<file path="src/rtl/multicycle_ctrl_if.sv">
// Control bundle between the multicycle controller and the datapath: instruction fields and status in, enables and selects out.
interface multicycle_ctrl_if;
    logic [6:0] op;
    logic [2:0] funct3;
    logic       funct7_5;
    logic       zero;
    logic       mem_ready;
    logic       pc_write;
    logic       adr_src;
    logic       mem_write;
    logic       ir_write;
    logic [1:0] result_src;
    logic [1:0] alu_src_a;
    logic [1:0] alu_src_b;
    logic [2:0] imm_src;
    logic       reg_write;
    logic [2:0] alu_control;
    logic       instr_retired;
    logic       illegal_instr;

    // Controller side
    modport master (
        input  op, funct3, funct7_5, zero, mem_ready,
        output pc_write, adr_src, mem_write, ir_write, result_src, alu_src_a,
               alu_src_b, imm_src, reg_write, alu_control, instr_retired, illegal_instr
    );

    // Datapath side
    modport slave (
        output op, funct3, funct7_5, zero, mem_ready,
        input  pc_write, adr_src, mem_write, ir_write, result_src, alu_src_a,
               alu_src_b, imm_src, reg_write, alu_control, instr_retired, illegal_instr
    );
endinterface

</file>
<file path="src/rtl/multicycle_ctrl.sv">
// Main control FSM of the multicycle RV32I core; Moore outputs plus the ALU decoder.
// Stalls in FETCH / MEMREAD / MEMWRITE until mem_ready; all outputs forced low while rst_n is low.
module multicycle_ctrl #(
    parameter logic [3:0] RESET_STATE = 4'd0
) (
    input  logic              clk,
    input  logic              rst_n,
    multicycle_ctrl_if.master bus
);

    typedef enum logic [3:0] {
        S_FETCH    = 4'd0,
        S_DECODE   = 4'd1,
        S_MEMADR   = 4'd2,
        S_MEMREAD  = 4'd3,
        S_MEMWB    = 4'd4,
        S_MEMWRITE = 4'd5,
        S_EXECR    = 4'd6,
        S_EXECI    = 4'd7,
        S_ALUWB    = 4'd8,
        S_BRANCH   = 4'd9,
        S_JAL      = 4'd10,
        S_TRAP     = 4'd11
    } state_t;

    localparam logic [6:0] OP_LOAD   = 7'b0000011;
    localparam logic [6:0] OP_STORE  = 7'b0100011;
    localparam logic [6:0] OP_RTYPE  = 7'b0110011;
    localparam logic [6:0] OP_ITYPE  = 7'b0010011;
    localparam logic [6:0] OP_BRANCH = 7'b1100011;
    localparam logic [6:0] OP_JAL    = 7'b1101111;

    state_t state_q, state_d;

    logic       pc_update, branch;
    logic [1:0] alu_op;
    logic [2:0] alu_ctl;
    logic       adr_src, mem_write, ir_write, reg_write, retired, illegal;
    logic [1:0] result_src, src_a, src_b;
    logic [2:0] imm_src;

    // State register
    always_ff @(posedge clk or negedge rst_n) begin
        if (!rst_n) state_q <= state_t'(RESET_STATE);
        else        state_q <= state_d;
    end

    // Next-state logic
    always_comb begin
        state_d = state_q;
        case (state_q)
            S_FETCH:    if (bus.mem_ready) state_d = S_DECODE;
            S_DECODE: begin
                case (bus.op)
                    OP_LOAD, OP_STORE: state_d = S_MEMADR;
                    OP_RTYPE:          state_d = S_EXECR;
                    OP_ITYPE:          state_d = S_EXECI;
                    OP_BRANCH:         state_d = S_BRANCH;
                    OP_JAL:            state_d = S_JAL;
                    default:           state_d = S_TRAP;
                endcase
            end
            S_MEMADR:   state_d = (bus.op == OP_STORE) ? S_MEMWRITE : S_MEMREAD;
            S_MEMREAD:  if (bus.mem_ready) state_d = S_MEMWB;
            S_MEMWB:    state_d = S_FETCH;
            S_MEMWRITE: if (bus.mem_ready) state_d = S_FETCH;
            S_EXECR:    state_d = S_ALUWB;
            S_EXECI:    state_d = S_ALUWB;
            S_ALUWB:    state_d = S_FETCH;
            S_BRANCH:   state_d = S_FETCH;
            S_JAL:      state_d = S_ALUWB;
            S_TRAP:     state_d = S_TRAP;
            default:    state_d = S_FETCH;
        endcase
    end

    // Output decode
    always_comb begin
        pc_update  = 1'b0;
        branch     = 1'b0;
        alu_op     = 2'b00;
        adr_src    = 1'b0;
        mem_write  = 1'b0;
        ir_write   = 1'b0;
        reg_write  = 1'b0;
        retired    = 1'b0;
        illegal    = 1'b0;
        result_src = 2'b00;
        src_a      = 2'b00;
        src_b      = 2'b00;
        imm_src    = 3'b000;
        case (state_q)
            S_FETCH: begin
                src_b      = 2'b10;
                result_src = 2'b10;
                ir_write   = bus.mem_ready;
                pc_update  = bus.mem_ready;
            end
            S_DECODE: begin
                src_a   = 2'b01;
                src_b   = 2'b01;
                imm_src = 3'b010;
            end
            S_MEMADR: begin
                src_a   = 2'b10;
                src_b   = 2'b01;
                imm_src = (bus.op == OP_STORE) ? 3'b001 : 3'b000;
            end
            S_MEMREAD: adr_src = 1'b1;
            S_MEMWB: begin
                result_src = 2'b01;
                reg_write  = 1'b1;
                retired    = 1'b1;
            end
            S_MEMWRITE: begin
                adr_src   = 1'b1;
                mem_write = 1'b1;
                retired   = bus.mem_ready;
            end
            S_EXECR: begin
                src_a  = 2'b10;
                alu_op = 2'b10;
            end
            S_EXECI: begin
                src_a  = 2'b10;
                src_b  = 2'b01;
                alu_op = 2'b10;
            end
            S_ALUWB: begin
                reg_write = 1'b1;
                retired   = 1'b1;
            end
            S_BRANCH: begin
                src_a   = 2'b10;
                alu_op  = 2'b01;
                branch  = 1'b1;
                retired = 1'b1;
            end
            S_JAL: begin
                src_a     = 2'b01;
                src_b     = 2'b10;
                pc_update = 1'b1;
            end
            S_TRAP:  illegal = 1'b1;
            default: ;
        endcase
    end

    // ALU decoder; only R-type funct3=000 with IR[30] set selects subtract
    always_comb begin
        alu_ctl = 3'b000;
        case (alu_op)
            2'b01: alu_ctl = 3'b101;
            2'b10: begin
                case (bus.funct3)
                    3'b000:  alu_ctl = (bus.op == OP_RTYPE && bus.funct7_5) ? 3'b001 : 3'b000;
                    3'b001:  alu_ctl = 3'b110;
                    3'b010:  alu_ctl = 3'b101;
                    3'b011:  alu_ctl = 3'b101;
                    3'b100:  alu_ctl = 3'b100;
                    3'b101:  alu_ctl = 3'b110;
                    3'b110:  alu_ctl = 3'b011;
                    default: alu_ctl = 3'b010;
                endcase
            end
            default: alu_ctl = 3'b000;
        endcase
    end

    // The FETCH state's Moore selects are non-zero, so reset gates every output directly
    assign bus.pc_write      = rst_n & (pc_update | (branch & bus.zero));
    assign bus.adr_src       = rst_n & adr_src;
    assign bus.mem_write     = rst_n & mem_write;
    assign bus.ir_write      = rst_n & ir_write;
    assign bus.reg_write     = rst_n & reg_write;
    assign bus.instr_retired = rst_n & retired;
    assign bus.illegal_instr = rst_n & illegal;
    assign bus.result_src    = rst_n ? result_src : 2'b00;
    assign bus.alu_src_a     = rst_n ? src_a      : 2'b00;
    assign bus.alu_src_b     = rst_n ? src_b      : 2'b00;
    assign bus.imm_src       = rst_n ? imm_src    : 3'b000;
    assign bus.alu_control   = rst_n ? alu_ctl    : 3'b000;

endmodule

</file>
<file path="src/flat_wrapper.sv">
// flat-port wrapper written by rule: the top's interface ports become plain ports
module multicycle_ctrl_flat 
#(
    parameter logic [3:0] RESET_STATE = 4'd0
)
  (clk, rst_n, bus_op, bus_funct3, bus_funct7_5, bus_zero, bus_mem_ready, bus_pc_write, bus_adr_src, bus_mem_write, bus_ir_write, bus_result_src, bus_alu_src_a, bus_alu_src_b, bus_imm_src, bus_reg_write, bus_alu_control, bus_instr_retired, bus_illegal_instr);
  multicycle_ctrl_if bus_i ();
  input  logic clk;
  input  logic rst_n;
  input wire logic [$bits(bus_i.op)-1:0] bus_op;
  input wire logic [$bits(bus_i.funct3)-1:0] bus_funct3;
  input wire logic [$bits(bus_i.funct7_5)-1:0] bus_funct7_5;
  input wire logic [$bits(bus_i.zero)-1:0] bus_zero;
  input wire logic [$bits(bus_i.mem_ready)-1:0] bus_mem_ready;
  output wire logic [$bits(bus_i.pc_write)-1:0] bus_pc_write;
  output wire logic [$bits(bus_i.adr_src)-1:0] bus_adr_src;
  output wire logic [$bits(bus_i.mem_write)-1:0] bus_mem_write;
  output wire logic [$bits(bus_i.ir_write)-1:0] bus_ir_write;
  output wire logic [$bits(bus_i.result_src)-1:0] bus_result_src;
  output wire logic [$bits(bus_i.alu_src_a)-1:0] bus_alu_src_a;
  output wire logic [$bits(bus_i.alu_src_b)-1:0] bus_alu_src_b;
  output wire logic [$bits(bus_i.imm_src)-1:0] bus_imm_src;
  output wire logic [$bits(bus_i.reg_write)-1:0] bus_reg_write;
  output wire logic [$bits(bus_i.alu_control)-1:0] bus_alu_control;
  output wire logic [$bits(bus_i.instr_retired)-1:0] bus_instr_retired;
  output wire logic [$bits(bus_i.illegal_instr)-1:0] bus_illegal_instr;
  assign bus_i.op = bus_op;
  assign bus_i.funct3 = bus_funct3;
  assign bus_i.funct7_5 = bus_funct7_5;
  assign bus_i.zero = bus_zero;
  assign bus_i.mem_ready = bus_mem_ready;
  assign bus_pc_write = bus_i.pc_write;
  assign bus_adr_src = bus_i.adr_src;
  assign bus_mem_write = bus_i.mem_write;
  assign bus_ir_write = bus_i.ir_write;
  assign bus_result_src = bus_i.result_src;
  assign bus_alu_src_a = bus_i.alu_src_a;
  assign bus_alu_src_b = bus_i.alu_src_b;
  assign bus_imm_src = bus_i.imm_src;
  assign bus_reg_write = bus_i.reg_write;
  assign bus_alu_control = bus_i.alu_control;
  assign bus_instr_retired = bus_i.instr_retired;
  assign bus_illegal_instr = bus_i.illegal_instr;
  multicycle_ctrl #(.RESET_STATE(RESET_STATE)) u_core (.clk(clk), .rst_n(rst_n), .bus(bus_i));
endmodule
</file>
<file path="config.mk">
export PLATFORM = sky130hd
export DESIGN_NAME = multicycle_ctrl_flat
export DESIGN_NICKNAME = d
export VERILOG_FILES = /design/src/rtl/multicycle_ctrl_if.sv /design/src/rtl/multicycle_ctrl.sv /design/src/flat_wrapper.sv
export SDC_FILE = /design/constraint.sdc
export NUM_CORES = 1
export LEC_CHECK = 0
export CORE_UTILIZATION = 37
export DETAILED_ROUTE_END_ITERATION = 8
export PLACE_DENSITY = 0.75
export SYNTH_ARGS = -nofsm -noshare
export SYNTH_HDL_FRONTEND = slang
export SYNTH_SLANG_ARGS = --single-unit
</file>
<file path="constraint.sdc">
create_clock -name clk -period 1.9 [get_ports clk]
set_input_delay 0.38 -clock clk [delete_from_list [all_inputs] [get_ports clk]]
set_output_delay 0.38 -clock clk [all_outputs]
set_load 0.005 [all_outputs]
</file>
Yosys cells after proc, flatten, opt, wreduce, memory -nomap -nowiden:

Cells that the tools add are included.

* equal/unequal tests: 28
* muxes and demuxes: 28
* bitwise operators: 9
* reduce and logical (&&, ||, !) cells: 16

Operator list (number)
* $pmux W4 S7: 1
* $pmux W4 S5: 1
* $eq A4 B3 Y1 const B: 4
* $eq A4 B4 Y1 const B: 4
* $pmux W2 S2: 4
* $reduce_or A2 Y1: 8
* $pmux W3 S5: 1
* $eq A7 B6 Y1 const B: 2
* $eq A7 B7 Y1 const B: 2
* $mux W4: 3
* $pmux W3 S2: 2
* $eq A3 B3 Y1 const B: 3
* $mux W3: 3
* $reduce_or A3 Y1: 3
* $and A1 B1 Y1: 8
* $eq A4 B2 Y1 const B: 2
* $mux W1: 8
* $eq A7 B2 Y1 const B: 1
* $eq A7 B5 Y1 const B: 1
* $eq A3 B2 Y1 const B: 2
* $mux W2: 3
* $ne A2 B2 Y1 const B: 3
* $eq A4 B1 Y1 const B: 1
* $logic_not A4 Y1: 1
* 9 further kinds: 10

* flip-flop bits (word level): 4
* bits of input ports: 15
* output and inout port bits: 19
* word-level logic and storage cells: 82

Logic depth before layout (Yosys ltp):

* depth after elaboration: 6
* mapped depth: 7
* depth with buffers taken out: 6

Worst setup path after synthesis:

Ideal clock, no wire load.

* path type: register -> output
* from: reg u_core.state_q[2]
* to: out bus_alu_control[1]
* arrival: 1.520 ns
* data required time: 1.520 ns
* path slack: 0.000 ns
* stages on the path, launching flop included: 7
* buffers on the path: 1
* cell sequence: dfrtp_1 > clkbuf_8 > nor2b_2 > nand2_1 > ha_1 > nand2b_1 > nor3b_1

* word-level cells in the longest chain between the ends: 6
* elaborated cells on any way between the ends: 9
* classes of those cells: 5 x eq/ne; 3 x mux; 1 x reduce/logical

Ends and longest elaborated chain
* from (decl): line multicycle_ctrl.sv:33 `state_t state_q, state_d;`
* from (signal assigned): line multicycle_ctrl.sv:44 `if (!rst_n) state_q <= state_t'(RESET_STATE);`
* from (signal assigned): line multicycle_ctrl.sv:45 `else state_q <= state_d;`
* $eq A4 B3 Y1: line multicycle_ctrl.sv:92 `case (state_q)`
* $reduce_or A2 Y1 (no line)
* $pmux W2 S2 (*): line multicycle_ctrl.sv:92
* $eq A2 B2 Y1 or $eq A2 B1 Y1 (tied branches): line multicycle_ctrl.sv:152 `case (alu_op)`
* $pmux W3 S2 (*): line multicycle_ctrl.sv:152
* $mux W3 (*): line multicycle_ctrl.sv:182 `assign bus.alu_control = rst_n ? alu_ctl : 3'b000;`
* to (decl): line flat_wrapper.sv:24 `output wire logic [$bits(bus_i.alu_control)-1:0] bus_alu_control;`

Mark *: on every way between the ends. The rest lies on a longest branch, timed or not.

Worst setup path in the final report:

* from: reg u_core.state_q[3]
* to: out bus_pc_write

* word-level cells in the longest chain between the ends: 5
* elaborated cells on any way between the ends: 8
* classes of those cells: 2 x eq/ne; 2 x mux; 3 x bitwise; 1 x reduce/logical

Ends and longest elaborated chain
* $eq A4 B4 Y1: line multicycle_ctrl.sv:92
* $mux W1: line multicycle_ctrl.sv:92
* $and A1 B1 Y1: line multicycle_ctrl.sv:171 `assign bus.pc_write = rst_n & (pc_update | (branch & bus.zero));`
* $or A1 B1 Y1 (*): line multicycle_ctrl.sv:171
* $and A1 B1 Y1 (*): line multicycle_ctrl.sv:171
* to (decl): line flat_wrapper.sv:15 `output wire logic [$bits(bus_i.pc_write)-1:0] bus_pc_write;`

Marks and branches as above.

==> metrics.md <==
| Metric | Value |
|---|---|
| Vias | `1155` |
| Sw Ratio | `44.25%` |
| Switch Pwr | `0.8652 mW` |
| Top flop regs | `u_core.state_q (4)` |
| Register-to-Register Path Depth | `12` |
| Die width | `47.35 um` |
| RSZ-0062 raised after global routing | `true` |
| Global-route wire length before repair | `4595 um` |
| Placed Instances | `177` |
| Routed len/inst | `17.08 um` |
| Pwr Density | `1229 nW/um2` |
| Post-layout minimum cycle time | `2.109 ns` |
| Worst-case clock buffer depth | `2` |
| Maximum VDD drop | `0.0009426 V` |
| Vias per cell | `5.607` |
| Static Leakage | `0.7743 nW` |
| Cts bufs inserted | `3` |
| Std-Cell Core Area | `1942 um2` |
| Synth Cell Area | `760.7 um2` |
| Worst R2R Setup Slack | `-0.06 ns` |
| PortBufs | `32` |
| GRT Residual Overflow | `0` |
| Reg with most FFs | `u_core.state_q` |
| Starting Density | `39.18%` |
| Crit path arrival time | `1.73 ns` |
| Clock Skew | `0.002856 ns` |
| DRC Markers | `0` |
| Final setup fails | `12` |
| Die ar. | `2242 um2` |
| I/O pins | `34` |
| Hold Violations, Final | `0` |
| Area grow syn2layout | `109.0%` |
| Setup crit start kind | `flip-flop` |
| Worst hold path type | `primary input to async pin` |
| Final period utilization | `111.0%` |
| Number of global-route vias before repair | `1021` |
| Antenna cells | `0` |
| Fill count | `104` |
| Design area | `1590 um2` |
| Routed Antenna Nets | `0` |
| Setup ws final | `-0.2094 ns` |
| RR Endpoint | `u_core.state_q[2]` |
| Required time of the critical path | `1.52 ns` |
| Tot GR Track Use | `30.06%` |
| Fmax | `474.1 MHz` |
| CTS sink cnt | `4` |
| Post-CTS Hold Buffers | `0` |
| # nets final | `198` |
| Critical setup path kind | `flip-flop to output pin` |
| Post-synthesis sequential area ratio | `13.16%` |
| Crit path to | `bus_pc_write` |
| Row cnt | `16` |
| CP Max Fanout | `3` |
| TNS Setup | `-1.568 ns` |
| Final wirelength | `3519 um` |
| Antenna violations before repair | `0` |
| Comb power frac | `84.8%` |
| Layout cells sized above 1 | `52.51%` |
| Post-synth EDFFs | `0` |
| Clock group share of total power | `6.3%` |
| Synth warnings | `0` |
| Clock transition at the registers of the reported paths | `0.05 ns` |
| Final cell count without fillers | `206` |
| Netlist cell types | `50` |
| Largest net degree at the start of global routing | `21` |
| Synth Net Count | `120` |
| CP startpoint | `u_core.state_q[3]` |
| Max H-tree Level | `1` |
| Die height | `47.35 um` |
| Synth Area per Inst | `7.386 um2` |
| Final slew viol count | `0` |
| Clock Latency Late Sink | `0.25 ns` |
| Max reg flops | `4` |
| FFs w/ async S/R, synth | `100.0%` |
| Violated checks | `negative setup slack` |
| Critical path capture point type | `output pin` |
| CTS tree | `done` |
| DRT Pass-1 Iters | `5` |
| Status | `finished with violations` |
| Final core utilization | `81.89%` |
| Max-cap viol count | `0` |
| Drt first-iter violations | `37` |
| Synth Instances | `103` |
| Routability cong. | `0.8143` |
| Dpl hpwl | `1702 um` |
| Sequential power share | `8.9%` |
| R2R Path Start | `u_core.state_q[1]` |
| Main synth FF type | `dfrtp_1` |
| CTS Root Cell | `clkbuf_4` |
| Cell area after placement | `1226 um2` |
| Seq cells post-synth | `4` |
| Internal power | `1.090 mW` |
[per-stage QoR]
step                      hold slack [ns]  worst slack (ns)  power, mW
final                              0.2211           -0.2094      1.955
after global routing               0.2212           -0.2650      2.061
after CTS                          0.1971           -0.2076      1.634
after detailed placement           0.7265           -0.5865      1.249
after global placement             0.7024           -0.5470      1.215
after floorplan                   0.08441         0.0002542     0.8205
[power groups by stage]
| stage | Combinational (mW) | Clock, mW | Sequential [mW] |
|---|---|---|---|
| final | 1.66 | 0.124 | 0.174 |
| after CTS | 1.35 | 0.116 | 0.166 |
| after floorplan | 0.660 | 0 | 0.161 |
| after global routing | 1.75 | 0.132 | 0.174 |
| after global placement | 1.05 | 0 | 0.161 |
| after detailed placement | 1.09 | 0 | 0.163 |
[synthesized netlist by cell type, types with 3 or more instances]
cell,n,area share [%]
nor2_1,10,4.9
nand2_1,13,6.4
nor3b_1,4,3.9
dfrtp_1,4,13
nand2b_1,4,3.3
nor3_1,4,2.6
a31oi_1,3,2.5
inv_1,4,2.0
a21oi_1,3,2.0
[routing by layer]
metal	global-route usage [%]	wire (um)	vias up
met5	0	0	-
met3	6.923	245	18
li1	-	-	524
met4	14.29	148	0
met2	51.23	1771	66
met1	35.25	1354	547
[what timing repair did]
action / in CTS / in global routing
pin swaps: 10 / 8
resized for setup: 87 / 35
setup buffers: 21 / 5
setup endpoints to repair: 18 / 19
[layout by cell type (no fill, tap or decap), drive strengths merged, types with 2 or more instances in the layout]
cell type	instances
nor4b	2
dlymetal6s2s	3
a31oi	3
inv	4
clkbuf	6
or2b	2
a211oi	2
nor4	2
a21oi	3
o21ai	4
mux2i	2
nand3	2
nor3b	4
buf	61
nand2	13
clkdlybuf4s50	5
o32ai	2
nor2b	5
nor3	5
dfrtp	4
ha	2
nor2	10
clkdlybuf4s15	4
nand2b	4
dlygate4sd2	5
[worst max-delay path: stages (launching register included)]
cell	delay, ns
dfrtp_2	0.44
buf_6	0.14
or3b_4	0.38
buf_6	0.14
nor3_4	0.10
a31oi_1	0.05
o21ai_1	0.11
buf_2	0.12
[cells by family after synthesis]
family | after synthesis | share of synthesized area [%]
flops | 4 | 13.16
fa+ha+maj | 2 | 3.289
other cells | 1 | 0.4929
compound gates | 21 | 18.75
xor+xnor | 2 | 2.303
simple gates | 59 | 49.34
mux | 2 | 2.632
buf+inv | 12 | 10.03
[area by class of cell]
class / count / area [um2] / share of cell area [%]
clock buffers: 3 / 22.52 / 1.416
inverters: 4 / 15.01 / 0.9441
multi-input cells: 87 / 719.4 / 45.24
flip-flops and latches: 4 / 101.3 / 6.373
well taps: 27 / 33.78 / 2.124
repair buffers: 81 / 698.2 / 43.90
[worst min path at each step]
stage,from,endpoint
after global routing,rst_n,u_core.state_q[0]
after detailed placement,rst_n,u_core.state_q[1]
after global placement,u_core.state_q[2],u_core.state_q[2]
after CTS,rst_n,u_core.state_q[2]
final,rst_n,u_core.state_q[0]
after floorplan,rst_n,u_core.state_q[0]
Power figures use the tool's default switching activity.
==> patch: new RTL, config.mk and constraints unchanged <==
Put a register stage on the output `bus.instr_retired`, without a reset. The value now appears one clock later.
--- a/src/rtl/multicycle_ctrl.sv
+++ b/src/rtl/multicycle_ctrl.sv
@@ -173,7 +173,9 @@
     assign bus.mem_write     = rst_n & mem_write;
     assign bus.ir_write      = rst_n & ir_write;
     assign bus.reg_write     = rst_n & reg_write;
-    assign bus.instr_retired = rst_n & retired;
+    always_ff @(posedge clk) begin
+        bus.instr_retired <= rst_n & retired;
+    end
     assign bus.illegal_instr = rst_n & illegal;
     assign bus.result_src    = rst_n ? result_src : 2'b00;
     assign bus.alu_src_a     = rst_n ? src_a      : 2'b00;
Behaviour: not the same (a bounded check fails within 4 cycles, from zero or initial values and one cycle with rst_n low).
==> patch against the unedited design <==
- the flow still finishes with violations (negative setup slack)
- power fell by 8.5%
- sequential cell count increased by 1
- maximum frequency grew 4.0%
- non-clock buffer count decreased by 3
- worst setup slack gained 0.080 ns
- via count is 5.1% lower
- die area is 5.2% higher
- core utilization fell by 1.8 points
- wire length is 14% lower
- area after synthesis up 5.4%
- final area increased by 0.87%
- largest cell class unchanged
==> patch: results (changes against the unedited design) <==
Routed WL: 3035 um (was 3519 um)
Synth Area in Compound Gates: 0.2356 (was 0.1875)
setup ws final: -0.1290 ns (was -0.2094 ns)
Placed Cells: 192 (was 177)
Leakage: 0.8092 nW (was 0.7743 nW)
Clock-cell share: 0.01638 (was 0.01416)
clock sinks: 5 (was 4)
met2 wire length: 1651 um (was 1771 um)
Final setup violation count: 5 (was 12)
vias in the first global route: 1088 (was 1021)
multiplexer share of the synthesized area: 0.01248 (was 0.02632)
number of flops mapped to enable cells by yosys: 0 (unchanged)
failing checks: negative setup slack (unchanged)
Port-buffer cells: 32 (unchanged)
Final Non-Filler Cells: 211 (was 206)
CLK BUF: 4 (was 3)
routed wl met3: 122 um (was 245 um)
largest cells by area after synthesis: dfrtp_1 12%, nor2_1 7.0%, nand2b_1 6.2% (was dfrtp_1 13%, nand2_1 6.4%, nor2_1 4.9%)
skew final: 0.001910 ns (was 0.002856 ns)
area share of fa/ha/maj cells after synthesis: 0.03120 (was 0.03289)
HPWL reported at the end of detailed placement: 1910 um (was 1702 um)
DR iter-0 viols: 25 (was 37)
mean post-synth cell area: 7.358 sq um (was 7.386 sq um)
first-pass GRT wire length: 4664 um (was 4595 um)
wl on met1: 1185 um (was 1354 um)
dpl ws: -0.5926 ns (was -0.5865 ns)
nets@finish: 202 (was 198)
Seq. cell area: 122.6 sq um (was 101.3 sq um)
XOR/XNOR Fraction of Synth Area: 0.02184 (was 0.02303)
post-synthesis net count: 126 (was 120)
largest net degree at the start of global routing: 12 (was 21)
comb_multi_in: 93 (was 87)
fraction of area in multi-input gates: 0.4626 (was 0.4524)
WP data arrival: 1.65 ns (was 1.73 ns)
share of post-route cells with drive strength above 1: 0.4946 (was 0.5251)
First-pass DRT Iterations: 4 (was 5)
registers with the most flip-flops: u_core.state_q: 4 flops, u_core.bus.instr_retired: 1 flops (was u_core.state_q: 4 flops)
crit-path max FO: 3 (unchanged)
GRT met3 Usage: 0.03459 (was 0.06923)
sequential share of the synthesized area: 0.1498 (was 0.1316)
Via-to-Cell Ratio: 5.194 (was 5.607)
Synth top cells by count: 15 x nor2_1, 9 x nand2_1, 8 x nand2b_1 (was 13 x nand2_1, 10 x nor2_1)
met2 usage: 0.4859 (was 0.5123)
Async S/R FF share, synth: 0.8000 (was 1.000)
placer's final routability congestion estimate: 0.8550 (was 0.8143)
status: finished, violations left (unchanged)
GRT Resource Usage Total: 0.2536 (was 0.3006)
Data buffer area share: 0.4142 (was 0.4390)
VDD IR max: 0.0005936 V (was 0.0009426 V)
nonclk buf count: 78 (was 81)
Global Route met1 Usage: 0.2635 (was 0.3525)
Worst R2R Setup Slack: 0.12 ns (was -0.06 ns)
ys flop type: dfrtp_1 (unchanged)
fillcell total: 130 (was 104)
RR Startpoint: u_core.state_q[2] (was u_core.state_q[1])
==> patch: cell types whose count changed in the layout (fill, tap and decap cells not counted), moves of 3 or more <==
cell / before / now
buf_6: 18 / 10
buf_2: 12 / 6
buf_4: 29 / 34
nand2_1: 12 / 7
nor2_1: 7 / 12
a21oi_1: 2 / 6
dlygate4sd2_1: 5 / 9
clkbuf_2: 3 / 6
nor2_4: 1 / 4
nor2b_1: 0 / 3
==> patch: per-stage QoR <==
stage               instance area [sq um]  hold slack, ns  TNS, ns
floorplan                           812.0         0.08441        0
global placement                     1340          0.6798   -5.892
detailed placement                   1340          0.6807   -5.900
CTS                                  1544          0.3262  -0.5011
global route                         1604          0.4246  -0.7127
finish                               1604          0.4202  -0.4415
==> patch: kinds of logic (layout without fill, tap and decap cells) <==
group	count (synthesis)	after routing
AOI/OAI and AO/OA	27	27
xor gates and xnor gates	2	2
adders and majority gates	2	2
buffers and inverters	11	86
DFF	5	5
muxes	1	1
other	1	1
and+or+nand+nor	60	60
==> patch: final timing paths <==
path                                 endpoint  cells past startpoint
max in group asynchronous   u_core.state_q[1]                      2
min                         u_core.state_q[3]                      2
min reg2reg                 u_core.state_q[3]                      3
max reg2reg                 u_core.state_q[2]                      8
min in group clk            u_core.state_q[3]                      3
max                        bus_alu_control[1]                      6
==> patch: power breakdown <==
group	switching (mW)	internal, mW
Combinational	0.666	0.803
Clock	0.0437	0.0794
Sequential	0.0444	0.153
==> patch: critical path, cell delays in order (launching register included) <==
cell and delay (ns):
dfrtp_1 0.40, and2b_1 0.23, and2_4 0.17, ha_4 0.19, nand2b_4 0.15, nor3b_2 0.14
buf_2 0.13
==> patch: what timing repair did <==
action	in CTS	in global routing
resized for setup	75	27
setup endpoints to repair	17	14
pin swaps	13	19
buffers inserted	9	9
